File: src/rtl/pipe_ctrl.sv
// pipe_ctrl -- central pipeline hazard controller.
//
// Produces per-stage hold/flush flags for the PC, IF/ID, ID/EX and EX/MEM
// pipeline registers. It arbitrates between bus wait, a multi-cycle divide,
// taken jumps and load-use hazards. It drives the PC redirect for jumps,
// watches the divide with a timeout, and counts stalled cycles.
//
// Ports:
//   clk           clock
//   rst           synchronous active-high reset
//   bus_wait_i    memory not ready (level)
//   div_start_i   divide in EX, first cycle
//   div_done_i    divider result valid
//   jump_req_i    taken branch/jump resolved in EX
//   jump_addr_i   jump target
//   load_use_i    ID-stage load-use hazard
//   hold_o[3:0]   hold flags: bit0 PC, bit1 IF/ID, bit2 ID/EX, bit3 EX/MEM
//   flush_o[3:0]  flush flags, same indexing (bit0 never set)
//   pc_we_o       load PC with pc_new_o
//   pc_new_o      redirect target (zero when pc_we_o is low)
//   busy_o        controller is waiting on the divider
//   div_err_o     one-cycle divide timeout pulse
//   stall_cnt_o   saturating count of cycles with hold_o[0] set
module pipe_ctrl #(
   parameter int ADDR_WIDTH  = 32,
   parameter int DIV_TIMEOUT = 64,
   parameter int CNT_WIDTH   = 32
) (
   input  logic                  clk,
   input  logic                  rst,
   input  logic                  bus_wait_i,
   input  logic                  div_start_i,
   input  logic                  div_done_i,
   input  logic                  jump_req_i,
   input  logic [ADDR_WIDTH-1:0] jump_addr_i,
   input  logic                  load_use_i,
   output logic [3:0]            hold_o,
   output logic [3:0]            flush_o,
   output logic                  pc_we_o,
   output logic [ADDR_WIDTH-1:0] pc_new_o,
   output logic                  busy_o,
   output logic                  div_err_o,
   output logic [CNT_WIDTH-1:0]  stall_cnt_o
);

   localparam int DCW = $clog2(DIV_TIMEOUT);
   localparam logic [DCW-1:0] DIV_LAST = DCW'(DIV_TIMEOUT - 1);

   typedef enum logic {
      S_IDLE     = 1'b0,
      S_DIV_WAIT = 1'b1
   } state_t;

   state_t               state_q, state_d;
   logic [DCW-1:0]       div_cnt_q, div_cnt_d;
   logic [CNT_WIDTH-1:0] stall_cnt_q, stall_cnt_d;

   always_ff @(posedge clk) begin
      if (rst) begin
         state_q     <= S_IDLE;
         div_cnt_q   <= '0;
         stall_cnt_q <= '0;
      end else begin
         state_q     <= state_d;
         div_cnt_q   <= div_cnt_d;
         stall_cnt_q <= stall_cnt_d;
      end
   end

   always_comb begin
      hold_o    = 4'b0000;
      flush_o   = 4'b0000;
      pc_we_o   = 1'b0;
      div_err_o = 1'b0;
      state_d   = state_q;
      div_cnt_d = div_cnt_q;

      // Reset forces every combinational output to its idle value.
      if (!rst) begin
         unique case (state_q)
            S_IDLE: begin
               if (bus_wait_i) begin
                  // Whole pipe frozen; a pending jump stays in EX and re-presents.
                  hold_o = 4'b1111;
               end else if (div_start_i) begin
                  // Freeze the front end, bubble into MEM while the divider runs.
                  hold_o    = 4'b0111;
                  flush_o   = 4'b1000;
                  state_d   = S_DIV_WAIT;
                  div_cnt_d = '0;
               end else if (jump_req_i) begin
                  pc_we_o = 1'b1;
                  flush_o = 4'b0110;
               end else if (load_use_i) begin
                  hold_o  = 4'b0011;
                  flush_o = 4'b0100;
               end
            end

            S_DIV_WAIT: begin
               if (bus_wait_i) begin
                  // A done seen here is left pending; the divider holds its result.
                  hold_o = 4'b1111;
                  if (div_cnt_q != DIV_LAST) begin
                     div_cnt_d = div_cnt_q + 1'b1;
                  end
               end else if (div_done_i) begin
                  state_d = S_IDLE;
               end else if (div_cnt_q == DIV_LAST) begin
                  div_err_o = 1'b1;
                  state_d   = S_IDLE;
               end else begin
                  hold_o    = 4'b0111;
                  flush_o   = 4'b1000;
                  div_cnt_d = div_cnt_q + 1'b1;
               end
            end

            default: begin
               state_d = S_IDLE;
            end
         endcase
      end
   end

   always_comb begin
      stall_cnt_d = stall_cnt_q;
      if (hold_o[0] && (stall_cnt_q != {CNT_WIDTH{1'b1}})) begin
         stall_cnt_d = stall_cnt_q + 1'b1;
      end
   end

   assign pc_new_o    = pc_we_o ? jump_addr_i : '0;
   assign busy_o      = !rst && (state_q == S_DIV_WAIT);
   assign stall_cnt_o = stall_cnt_q;

endmodule

File: config.mk
export PLATFORM = sky130hd
export DESIGN_NAME = pipe_ctrl
export DESIGN_NICKNAME = d
export VERILOG_FILES = /design/src/rtl/pipe_ctrl.sv
export SDC_FILE = /design/constraint.sdc
export NUM_CORES = 1
export LEC_CHECK = 0
export BUFFER_PORTS_ARGS = -buffer_cell sky130_fd_sc_hd__buf_2
export CORE_ASPECT_RATIO = 1.25
export CORE_MARGIN = 5
export CORE_UTILIZATION = 51
export CTS_CLUSTER_DIAMETER = 200
export DETAILED_ROUTE_END_ITERATION = 8
export GPL_ROUTABILITY_DRIVEN = 0
export HOLD_SLACK_MARGIN = 0.06
export PLACE_DENSITY = 0.85
export SETUP_SLACK_MARGIN = 0.5
export SKIP_LAST_GASP = 1
export SLEW_MARGIN = 20
export SYNTH_ARGS = -nofsm -noshare
export SYNTH_HDL_FRONTEND = slang
export SYNTH_SLANG_ARGS = --single-unit
File: constraint.sdc
create_clock -name clk -period 5 [get_ports clk]
set_input_delay 0.25 -clock clk [delete_from_list [all_inputs] [get_ports clk]]
set_output_delay 0.25 -clock clk [all_outputs]
set_load 0.01 [all_outputs]
; Word-level counts from Yosys, hierarchy flattened
; Index checks and enable logic that the tools add are counted.
[word_totals]
register_bits = 39
inputBits = 39
output_inout_bits = 75
word_cells = 60
[op_classes]
add_sub_neg = 2
eq_ne = 8
n_mux = 42
bitwise = 1
n_reduce_logical = 4
[op_table]
columns = op, n
row1 = 4-bit 2-to-1 mux, 9
row2 = 6-bit 2-to-1 mux, 6
row3 = "32-bit by 1-bit adder with 32-bit output, second input constant", 1
row4 = 32-bit 2-to-1 mux, 1
row5 = "32-bit != test, second input constant", 1
row6 = 4-bit case mux with 2 select lines, 2
row7 = 1-bit 2-to-1 mux, 15
row8 = 3-bit 2-to-1 mux, 5
row9 = 6-bit case mux with 2 select lines, 1
row10 = "6-bit by 1-bit adder with 6-bit output, second input constant", 1
row11 = "6-bit == test, second input constant", 1
row12 = "3-bit != test, second input constant", 2
row13 = "6-bit != test, second input constant", 1
row14 = 5-bit AND reduction, 1
row15 = 2-bit 2-to-1 mux, 2
row16 = "2-bit != test, second input constant", 2
row17 = "3-bit by 2-bit != test with 1-bit output, second input constant", 1
row18 = 1-bit logical AND, 2
row19 = 1-bit case mux with 2 select lines, 1
row20 = 1-bit logical NOT, 1
row21 = 1-bit inverter, 1

; Longest topological paths before layout
[depth]
word_depth = 7
depth_mapped = 9
mapped_depth_nobuf = 7

; Worst setup path after synthesis
; Ideal clock, no wire load.
[synth_timing]
path_kind = register to register
start = reg stall_cnt_q[0] (netlist: stall_cnt_o[0])
end = reg stall_cnt_q[10] (netlist: stall_cnt_o[10])
setup_time_ns = 0.121
t_arrival_ns = 1.871
required_time_ns = 4.879
setup_slack_ns = 3.007
stages_incl_launch_ff = 8
n_path_buf = 1
period_less_slack_ns = 1.993
cell_sequence = dfxtp_1 > ha_1 > and3_1 > nand2_1 > nor4_4 > buf_6 > nor4_1 > mux2_4
[synth_between]
elab_chain_cells = 2
elab_cells_between_ends = 3
classes_between = add/sub: 1 / eq/ne: 1 / reduce/logical: 1
[synth_rtl]
columns = item, line
row1 = "start, declared", 56  ; logic [CNT_WIDTH-1:0] stall_cnt_q, stall_cnt_d;
row2 = "start signal, assigned", 66  ; stall_cnt_q <= stall_cnt_d;
row3 = "parallel branches: the longest is 2 deep, another holds 32-bit by 1-bit adder with 32-bit output", -
; Several ways; the timed one is not identified.
; A chain may end at the register's enable or synchronous reset.

; Worst setup path in the final report
[layout_timing]
start = reg state_q
end = out hold_o[1]
[layout_between]
elab_chain_cells = 3
[layout_rtl]
columns = item, line
row1 = "start, declared", 54  ; state_t state_q, state_d;
row2 = "start signal, assigned", 64  ; state_q <= state_d;
row3 = 1-bit inverter, -
row4 = 4-bit case mux with 2 select lines *, 80  ; unique case (state_q)
row5 = 4-bit 2-to-1 mux *, 79  ; if (!rst) begin
row6 = "end, declared", 37  ; output logic [3:0] hold_o,
; Mark *: on every way between the ends. The rest lies on a longest branch, timed or not.

==> impl_metrics.yaml <==
critical_path:
  critPathArrivalTime_ns: 2.29
  cpMaxStageDelayCell: "nand2_1"
  worstPathRequired_ns: 4.75
  cpMostUsedCell: "inv_1"
  r2r_slack_ns: 2.63
  slowest_delay_ns: 0.62
  r2r_start: "div_cnt_q[0]"
  worstSetupStartpointType: "register"
  path_cells: "inv_1, o32a_2, nand2_1, inv_1, buf_2"
  path_class: "register to output port"
  endpoint_kind: "output port"
  worst_r2r_path_depth: 6
  cp_max_fo: 29
  reg2reg_to: "stall_cnt_o[12]"
timing:
  tns_ns: 0
  fin_ws_ns: 2.46
  fin_crit_sh_pct: 50.9
  skew_ns: 0.00865
  report.final.slew_viol_count: 0
  maxSlewHeadroom_pct: 45.7
  worst_pin_slew_ns: 0.812
  setup_viol: 0
  max_freq_ghz: 0.393
  finalHoldViolations: 0
  min_period_ns: 2.54
  rsz0062_at_grt: "false"
floorplan:
  fp-row-count: 28
  dieWidth_um: 72.7
  initial_utilization_pct: 52.7
  fp.dieH_um: 88.4
  fp.coreArea_sq_mm: 0.00476
  top_level_ports: 114
  die-area_sq_mm: 0.00643
clock_network:
  clk_path_buf_depth: 2
  post_cts_buffers: 0
  path_clk_slew_ns: 0.07
  clockRootBuffer: "clkbuf_8"
  postCtsHoldBufs: 0
  cts_resized: 0
  cts_buffers: 5
  worstSkewPairLatency_ns: 0.29
  cts_sinks: 39
  cts_tree: "done"
  cts_htree_levels: 2
synthesis:
  synth_edf_count: 0
  ys_seq_elements: 39
  synth_top_area_cell: "dfxtp_1"
  netlist_instances: 311
  yosys_warnings: 0
  synth_xor_area_share_pct: 1.74
  synthesis.nets: 352
  async_flop_share_pct: 0
  synth_sequential_area_ratio_pct: 31.1
  synthAdderAreaFrac_pct: 0.997
  synth_compound_gate_area_share_pct: 16.7
  muxShareOfSynthArea_pct: 3.39
  synthDistinctLibCells: 55
  synth_top_family_by_area: "simple AND/OR/NAND/NOR gates"
  yosys-top-cells-area: "dfxtp_1, and3_1, a21oi_1"
  yosys.area_share.simple_pct: 39.5
  avgSynthCellArea_sq_um: 8.07
  synth_top_area_share_pct: 31.1
  synthesis.area_sq_mm: 0.00251
  yosysMostFrequentCell: "dfxtp_1"
  yosys-top-cells-count: "dfxtp_1, and3_1, a21oi_1, nor2_1, nand2_1"
  synthFlopType: "dfxtp_1"
routing:
  via_count: 2685
  routed_wl_um: 7140
  routedWlPerCell_um: 15.2
  vias_per_cell: 5.72
  drt-pass1-iter-count: 4
  drt_iter0_markers: 174
  drc: 0
  final_antenna_net_count: 0
final_layout:
  diodes: 0
  drive_gt1_share_pct: 34.2
  fin_nets: 450
  areaGrowthSynthToFinish_pct: 24.7
  fill_cells: 420
hold_path:
  hold_depth: 4
  min_from: "div_done_i"
  hold_end: "state_q"
  min_path_type: "input pin to register"
global_routing:
  grt_usage_pct: 21.2
  grt_pass1_wl_um: 11100
  grt_pass1_vias: 2378
  grt_max_degree: 40
  grt_overflow_total: 0
  antenna_found_initial: 0
placement:
  port_buffers: 112
  hpwl_um: 5390
  post-place-ws_ns: 2.51
pwr:
  irDropWorstVdd_mv: 0.152
  powerDensity_mw_per_mm2: 191
  p_leak_uw: 0.00150
run:
  drv_cap: 0
status:
  status: "finished clean"
==> placed cells by master, fill, tap and decap left out, drive strengths merged, types with 4 or more instances in the layout <==
cell type    n
dfxtp       39
or3         10
xnor2        4
nor3         8
or4         11
o21ai       11
nand4       13
and4         5
o31ai        9
mux2         6
nand3       18
clkbuf       6
buf        114
o311ai       6
nor2b        6
a21oi       22
and3        37
o41ai        6
inv          9
nand2       19
nor2        20
nor4         6
==> area by class of cell <==
cell class / instances / area [sq um] / area share [%]
clock inverter: 1 / 5.00 / 0.160
timing repair buffer: 114 / 576 / 18.4
sequential: 39 / 781 / 25.0
clock buffer: 6 / 82.6 / 2.64
inverter: 9 / 33.8 / 1.08
multi-input combinational: 240 / 1580 / 50.4
tap: 60 / 75.1 / 2.40
==> registers in the layout (all words and copies together) (netlist names) <==
| register | cells |
|---|---|
| stall_cnt_o | 32 |
| div_cnt_q | 6 |
| state_q | 1 |
==> worst max-delay path: cells and delay by family, from the launching register on <==
| family | cells | cell delay (ns) |
|---|---|---|
| AND/OR/NAND/NOR | 1 | 0.62 |
| flip-flops | 1 | 0.48 |
| AO/OA/AOI/OAI | 1 | 0.44 |
| buffers and inverters | 3 | 0.44 |
==> cell families after synthesis <==
group | after synthesis
xor gates and xnor gates | 5
and+or+nand+nor | 162
other | 1
buffers and inverters | 32
adders and majority gates | 2
DFF | 39
AOI/OAI and AO/OA | 63
muxes | 7
==> stage by stage <==
stage / cell area, sq um / hold slack, ns / total power [uW] / utilization (%) / cells
global route: 3130 / 0.410 / 623 / 65.7 / 469
floorplan: 2510 / 0.460 / 361 / - / 311
finish: 3130 / 0.359 / 599 / 65.7 / 469
global placement: 3040 / 0.473 / 389 / 63.8 / 462
CTS: 3130 / 0.336 / 604 / 65.7 / 469
detailed placement: 3040 / 0.484 / 390 / 63.8 / 462
==> worst max path at each step <==
stage	from	to	slack [ns]	cells after the start
global route	state_q	hold_o[0]	2.24	5
global placement	jump_req_i	stall_cnt_o[12]	2.55	6
floorplan	stall_cnt_o[0]	stall_cnt_o[10]	3.01	7
CTS	state_q	hold_o[0]	2.46	5
detailed placement	jump_req_i	stall_cnt_o[12]	2.51	6
finish	state_q	hold_o[1]	2.46	5
==> metal layers <==
layer	part of all wire, %	track usage, %	vias up	wire length [um]
li1	-	-	1370	-
met1	43	28.2	1241	3060
met2	50	33.1	64	3570
met3	5.9	5.68	10	423
met4	1.2	7.21	0	84
met5	0	0	-	0
==> power by group <==
part | leakage (uW) | internal (uW) | switching (uW)
Clock | 0.0000470 | 108 | 108
Sequential | 0.000315 | 313 | 3.97
Combinational | 0.00114 | 25.9 | 40.1
Total | 0.00150 | 447 | 152
(Power assumes the default switching activity.)
